**config.mk**
```make
export PLATFORM = sky130hd
export DESIGN_NAME = coord_bcd_conv
export DESIGN_NICKNAME = d
export VERILOG_FILES = /design/src/rtl/coord_bcd_pkg.sv /design/src/rtl/dd_axis.sv /design/src/rtl/coord_bcd_conv.sv
export SDC_FILE = /design/constraint.sdc
export NUM_CORES = 1
export LEC_CHECK = 0
export BUFFER_PORTS_ARGS = -buffer_cell sky130_fd_sc_hd__buf_2
export CAP_MARGIN = 40
export CORE_ASPECT_RATIO = 0.7
export CORE_MARGIN = 1.5
export CORE_UTILIZATION = 53
export CTS_CLUSTER_DIAMETER = 30
export CTS_CLUSTER_SIZE = 14
export DETAILED_ROUTE_END_ITERATION = 6
export PLACE_DENSITY_LB_ADDON = 0.15
export SLEW_MARGIN = 20
export SYNTH_ARGS = -nofsm -noshare
export SYNTH_HDL_FRONTEND = slang
export SYNTH_SLANG_ARGS = --single-unit
```
**constraint.sdc**
```tcl
create_clock -name clk -period 1.37 [get_ports clk]
set_input_delay 0.274 -clock clk [delete_from_list [all_inputs] [get_ports clk]]
set_output_delay 0.274 -clock clk [all_outputs]
set_load 0.01 [all_outputs]
```
**src/rtl/coord_bcd_pkg.sv**
```systemverilog
// Shared types and constants for the mouse-coordinate BCD conversion path.
// No ports: provides digit type, converter state encoding and display limits.
package coord_bcd_pkg;

    typedef logic [3:0] bcd_digit_t;

    typedef enum logic [1:0] {
        IDLE,
        SHIFT,
        LOAD
    } conv_state_t;

    localparam int unsigned BCD_MAX_VAL = 99;
    localparam int unsigned BCD_DIGITS  = 2;

endpackage

```
**src/rtl/dd_axis.sv**
```systemverilog
// One-axis double-dabble datapath: saturating load, one shift-add-3 step per
// cycle, and the current tens/units digits read straight from the register.
// Ports:
//   clk, rst  - clock, synchronous active-high reset
//   load      - capture din (saturated to MAX_VAL) and clear the BCD digits
//   step      - perform one add-3-then-shift iteration
//   din       - binary operand
//   units     - units digit of the shift register
//   tens      - tens digit of the shift register
//   ovf       - din exceeded MAX_VAL at the last load
module dd_axis
    import coord_bcd_pkg::*;
#(
    parameter int unsigned WIDTH   = 7,
    parameter int unsigned MAX_VAL = BCD_MAX_VAL
) (
    input  logic             clk,
    input  logic             rst,
    input  logic             load,
    input  logic             step,
    input  logic [WIDTH-1:0] din,
    output bcd_digit_t       units,
    output bcd_digit_t       tens,
    output logic             ovf
);

    localparam int unsigned SR_W = 4 * BCD_DIGITS + WIDTH;

    // Clamp the ceiling to what WIDTH bits can hold; narrow operands never saturate.
    localparam int unsigned SAT_I = (MAX_VAL < (2 ** WIDTH) - 1) ? MAX_VAL : (2 ** WIDTH) - 1;
    localparam logic [WIDTH-1:0] SAT = SAT_I[WIDTH-1:0];

    // Layout: {tens[3:0], units[3:0], bin[WIDTH-1:0]}
    logic [SR_W-1:0] sr;
    logic [SR_W-1:0] sr_next;
    bcd_digit_t      units_adj;
    bcd_digit_t      tens_adj;

    always_comb begin
        units_adj = sr[WIDTH+3:WIDTH];
        tens_adj  = sr[WIDTH+7:WIDTH+4];
        if (units_adj >= 4'd5) units_adj = units_adj + 4'd3;
        if (tens_adj >= 4'd5)  tens_adj  = tens_adj + 4'd3;
        // Carry out of tens falls off the top; operand <= 99 keeps it zero.
        sr_next = {tens_adj, units_adj, sr[WIDTH-1:0]} << 1;
    end

    always_ff @(posedge clk) begin
        if (rst) begin
            sr  <= '0;
            ovf <= 1'b0;
        end else if (load) begin
            if (din > SAT) begin
                sr  <= {8'h00, SAT};
                ovf <= 1'b1;
            end else begin
                sr  <= {8'h00, din};
                ovf <= 1'b0;
            end
        end else if (step) begin
            sr <= sr_next;
        end
    end

    assign units = sr[WIDTH+3:WIDTH];
    assign tens  = sr[WIDTH+7:WIDTH+4];

endmodule

```
**src/rtl/coord_bcd_conv.sv**
```systemverilog
// Converts the X/Y mouse coordinates to two BCD digits each for the
// seven-segment display, both axes in parallel, with a one-deep pending buffer.
// Ports:
//   clk, rst             - clock, synchronous active-high reset
//   pos_x, pos_y         - binary coordinates
//   valid                - conversion request
//   ready                - high while idle (request accepted immediately)
//   done                 - one-cycle pulse when the outputs update
//   ovf_x, ovf_y         - operand was saturated to MAX_VAL
//   bcd_ed_x, bcd_des_x  - X units / tens digits
//   bcd_ed_y, bcd_des_y  - Y units / tens digits
module coord_bcd_conv
    import coord_bcd_pkg::*;
#(
    parameter int unsigned WIDTH   = 7,
    parameter int unsigned MAX_VAL = BCD_MAX_VAL
) (
    input  logic             clk,
    input  logic             rst,
    input  logic [WIDTH-1:0] pos_x,
    input  logic [WIDTH-1:0] pos_y,
    input  logic             valid,
    output logic             ready,
    output logic             done,
    output logic             ovf_x,
    output logic             ovf_y,
    output logic [3:0]       bcd_ed_x,
    output logic [3:0]       bcd_des_x,
    output logic [3:0]       bcd_ed_y,
    output logic [3:0]       bcd_des_y
);

    localparam int unsigned CW = (WIDTH > 1) ? $clog2(WIDTH) : 1;
    localparam logic [CW-1:0] LAST = CW'(WIDTH - 1);

    conv_state_t      state;
    logic [CW-1:0]    cnt;
    logic             pend;
    logic [WIDTH-1:0] pend_x;
    logic [WIDTH-1:0] pend_y;

    // Digits are staged at LOAD and published one cycle later with done,
    // because the shift registers may already be reloaded by then.
    logic             fire;
    bcd_digit_t       stg_ed_x, stg_des_x, stg_ed_y, stg_des_y;
    logic             stg_ovf_x, stg_ovf_y;

    logic             ax_load;
    logic             ax_step;
    logic [WIDTH-1:0] ld_x;
    logic [WIDTH-1:0] ld_y;
    bcd_digit_t       ax_ed_x, ax_des_x, ax_ed_y, ax_des_y;
    logic             ax_ovf_x, ax_ovf_y;

    always_comb begin
        ax_load = ((state == IDLE) && valid) || ((state == LOAD) && (valid || pend));
        ax_step = (state == SHIFT);
        // Live inputs beat the pending register when both are present in LOAD.
        if ((state == LOAD) && !valid) begin
            ld_x = pend_x;
            ld_y = pend_y;
        end else begin
            ld_x = pos_x;
            ld_y = pos_y;
        end
    end

    dd_axis #(.WIDTH(WIDTH), .MAX_VAL(MAX_VAL)) u_axis_x (
        .clk   (clk),
        .rst   (rst),
        .load  (ax_load),
        .step  (ax_step),
        .din   (ld_x),
        .units (ax_ed_x),
        .tens  (ax_des_x),
        .ovf   (ax_ovf_x)
    );

    dd_axis #(.WIDTH(WIDTH), .MAX_VAL(MAX_VAL)) u_axis_y (
        .clk   (clk),
        .rst   (rst),
        .load  (ax_load),
        .step  (ax_step),
        .din   (ld_y),
        .units (ax_ed_y),
        .tens  (ax_des_y),
        .ovf   (ax_ovf_y)
    );

    always_ff @(posedge clk) begin
        if (rst) begin
            state     <= IDLE;
            cnt       <= '0;
            pend      <= 1'b0;
            pend_x    <= '0;
            pend_y    <= '0;
            fire      <= 1'b0;
            stg_ed_x  <= '0;
            stg_des_x <= '0;
            stg_ed_y  <= '0;
            stg_des_y <= '0;
            stg_ovf_x <= 1'b0;
            stg_ovf_y <= 1'b0;
            ready     <= 1'b1;
            done      <= 1'b0;
            ovf_x     <= 1'b0;
            ovf_y     <= 1'b0;
            bcd_ed_x  <= '0;
            bcd_des_x <= '0;
            bcd_ed_y  <= '0;
            bcd_des_y <= '0;
        end else begin
            done <= fire;
            fire <= 1'b0;
            if (fire) begin
                bcd_ed_x  <= stg_ed_x;
                bcd_des_x <= stg_des_x;
                bcd_ed_y  <= stg_ed_y;
                bcd_des_y <= stg_des_y;
                ovf_x     <= stg_ovf_x;
                ovf_y     <= stg_ovf_y;
            end

            case (state)
                IDLE: begin
                    if (valid) begin
                        state <= SHIFT;
                        cnt   <= '0;
                        ready <= 1'b0;
                    end
                end
                SHIFT: begin
                    if (valid) begin
                        pend   <= 1'b1;
                        pend_x <= pos_x;
                        pend_y <= pos_y;
                    end
                    if (cnt == LAST) begin
                        state <= LOAD;
                        cnt   <= '0;
                    end else begin
                        cnt <= cnt + 1'b1;
                    end
                end
                LOAD: begin
                    stg_ed_x  <= ax_ed_x;
                    stg_des_x <= ax_des_x;
                    stg_ed_y  <= ax_ed_y;
                    stg_des_y <= ax_des_y;
                    stg_ovf_x <= ax_ovf_x;
                    stg_ovf_y <= ax_ovf_y;
                    fire      <= 1'b1;
                    pend      <= 1'b0;
                    if (valid || pend) begin
                        state <= SHIFT;
                        cnt   <= '0;
                    end else begin
                        state <= IDLE;
                        ready <= 1'b1;
                    end
                end
                default: begin
                    state <= IDLE;
                    ready <= 1'b1;
                end
            endcase
        end
    end

endmodule

```
==> run metrics <==
Main synth FF type=dfxtp_1; worst r2r path cells=4; cell family with most CP delay=flip-flops; CP startpoint kind=flip-flop; Final Hold Viols=0; initial drt markers=approximately 190; post-synthesis sequential area ratio=47.8%; wire length per cell=approximately 15 um; WHS=0.155 ns; CTS Buffer Depth=2; RSZ-0062 raised after global routing=true; CTS Buf Count=9; overall power=5.47 mW; setup slack after layout=-0.00734 ns; WHS Path Cells=3; synthesized area=0.00381 mm^2; Placed Instance Area=0.00446 mm^2; Tightest Pin Transition=0.335 ns; Post-CTS Hold Buffers=0; CP bufs+invs=1; I/O Buffers=36; Net Count, Synth=between 400 and 500; Routed Antenna Nets=0; TritonCTS clock tree=done; Ys Warns=0; fin util=between 70 and 80%; crit path DAT=1.67 ns; worst slack, placed=-0.193 ns; # IOs=37; total global routing overflow=0; clk root buf=clkbuf_8; pwr dens=1100 mW/mm^2; initial antenna violation count=0; Avg Vias per Cell=~5.4; vias=3362; busiest layer in global routing=met1; Clock Pin Slew Worst Setup and Hold Paths=0.09 ns; Row Count=25; Post-synth EDFFs=0; global-route wire length before repair=14.9 mm; r2r endpoint=u_axis_x.sr[1]; R2R Path Start=state[1]; Worst Setup SP=state[1]; M2 GR Usage=36.1%; status=finished with violations; Tot GR Track Use=between 20% and 30%; fin. max-slew vios=0; # diodes=0; static leakage=1.97 nW; Fmax=726 MHz; final-report setup violation count=1; Area Growth Syn to Fin=30.3%; nets@finish=546; Max H-tree Level=3; Mean Syn Cell Area=8.77 um^2; global routing usage on met1=between 30 and 40%; crit-path max FO=7; final wirelength=9.51 mm; flop2flop setup slack=-0.007 ns; First-pass DRT Iterations=4; gpl congestion=0.824; Worst Hold Class=input pin to flip-flop; slowest stage cell, crit path=dfxtp_4; max cap viols=0; Setup crit end kind=flip-flop; Synth Instances=between 400 and 500; layout cells sized above 1=between 30% and 40%; #FFs+latches synth=91; CORE AREA=0.00685 mm^2; relative slew slack=77.4%; pin count of the biggest net entering global routing=42; fin crit share=101%; library cells used by synthesis=44; required time of the critical path=1.66 ns; crit path kind=flip-flop to flip-flop; violated checks=setup timing; die width=104 um; clk_lat worst skew=0.37 ns; most common cell after layout, fill and taps aside=nand2_1; met3 GRT Util=6.13%; worst vdd ir=0.867 mV; Synth async-reset ratio=0%; Hold Crit Start=pos_x[1]; die height=between 70 and 80 um; vias in the first global route=3059; most frequent cells in the layout=nand2_1 (93), dfxtp_1 (82), buf_4 (52), buf_2 (38), a21oi_1 (32); post-DP HPWL=6.52 mm; max incr delay on CP=0.40 ns; Residual DRC=0; Num Clock Sinks=91; crit path cell chain=nor3b_4 > buf_6 > mux2_4 > a221oi_2; minimum clock period=between 1 and 1.5 ns; Final Instance Area=0.00497 mm^2; Die ar.=slightly below 0.008 mm^2; initial cell density of the core=between 50% and 60%; Hold EP=pend_x[1]; clk_skew=0.0110 ns
-- sequential cells by signal, indices dropped and copies added (netlist names), 2 cells and up --
register	flops
pend_y	7
stg_des_y	4
stg_ed_y	4
cnt	3
pend_x	7
stg_des_x	4
bcd_des_x	4
stg_ed_x	4
u_axis_y.sr	15
bcd_ed_y	4
state	2
bcd_ed_x	4
u_axis_x.sr	15
bcd_des_y	4
-- layout make-up --
cell class                      instances  area, um^2
Sequential cell                        91        1840
Inverter                               11        41.3
Tap cell                               94         118
Multi-Input combinational cell        308        2030
Fill cell                             524        1880
Timing Repair Buffer                  100         719
Clock buffer                            9         124
Clock inverter                          7        98.8
-- cell usage after synthesis, types with 5 or more instances --
cell type / number / area (um^2)
nand2b_1: 7 / 43.8
o22ai_1: 5 / 31.3
o21ai_0: 14 / 70.1
nand2_1: 96 / 360
a311oi_1: 6 / 52.6
nand3_1: 8 / 40.0
a22o_1: 8 / 70.1
a21oi_1: 42 / 210
clkbuf_1: 9 / 33.8
dfxtp_1: 91 / 1820
o21ai_1: 6 / 30.0
ha_1: 8 / 100
nor2_1: 28 / 105
buf_2: 9 / 45.0
inv_1: 11 / 41.3
mux2i_1: 34 / 340
-- kinds of logic after synthesis --
logic type               count (synthesis)  synth area share, %
AO/OA/AOI/OAI                           97                 15.6
XOR/XNOR                                 6                 1.38
adder cells (fa/ha/maj)                  8                 2.62
buffers and inverters                   38                 4.72
flip-flops                              91                 47.8
multiplexers                            37                 10.0
AND/OR/NAND/NOR                        158                 17.9
-- timing repair --
action                                  in CTS  in global routing
endpoints found under the setup margin      48                 47
setup buffers                                1                  6
resized for setup                           14                 59
gates cloned                                 0                  4
pin swaps                                    1                 24
-- metrics by stage --
step                      setup TNS [ns]  cells
after floorplan                  -0.0267    435
after global placement             -1.72    594
after detailed placement           -2.55    594
after CTS                        -0.0145    611
after global routing              -0.249    620
final                           -0.00734    620
-- report_power, final --
group / switching, mW / internal (mW) / total (mW)
clock network: 0.991 / 1.04 / 2.03
logic: 0.342 / 0.312 / 0.654
registers: 0.0657 / 2.72 / 2.79
-- worst register-to-register path: cells and delay by family, from the launching register on --
kind,cells,cell delay [ns]
buffers and inverters,1,0.15
AND/OR/NAND/NOR,1,0.19
flip-flops,1,0.40
multiplexers,1,0.33
AO/OA/AOI/OAI,1,0.23
-- routing by layer --
layer	vias up	share of wire [%]	wire, um
li1	1675	-	-
met3	8	5.1	484
met1	1604	52	4960
met4	0	0.95	90
met5	-	0	0
met2	75	42	3970
-- worst max-delay path by stage --
stage | to | slack (ns) | depth (start not counted)
finish | u_axis_x.sr[1] | -0.007 | 4
global route | u_axis_x.sr[1] | -0.03 | 4
CTS | cnt[1] | -0.01 | 5
detailed placement | cnt[1] | -0.19 | 6
global placement | u_axis_y.sr[1] | -0.12 | 4
floorplan | u_axis_x.sr[1] | -0.03 | 4
No activity file was read; power rests on OpenSTA's default activity.
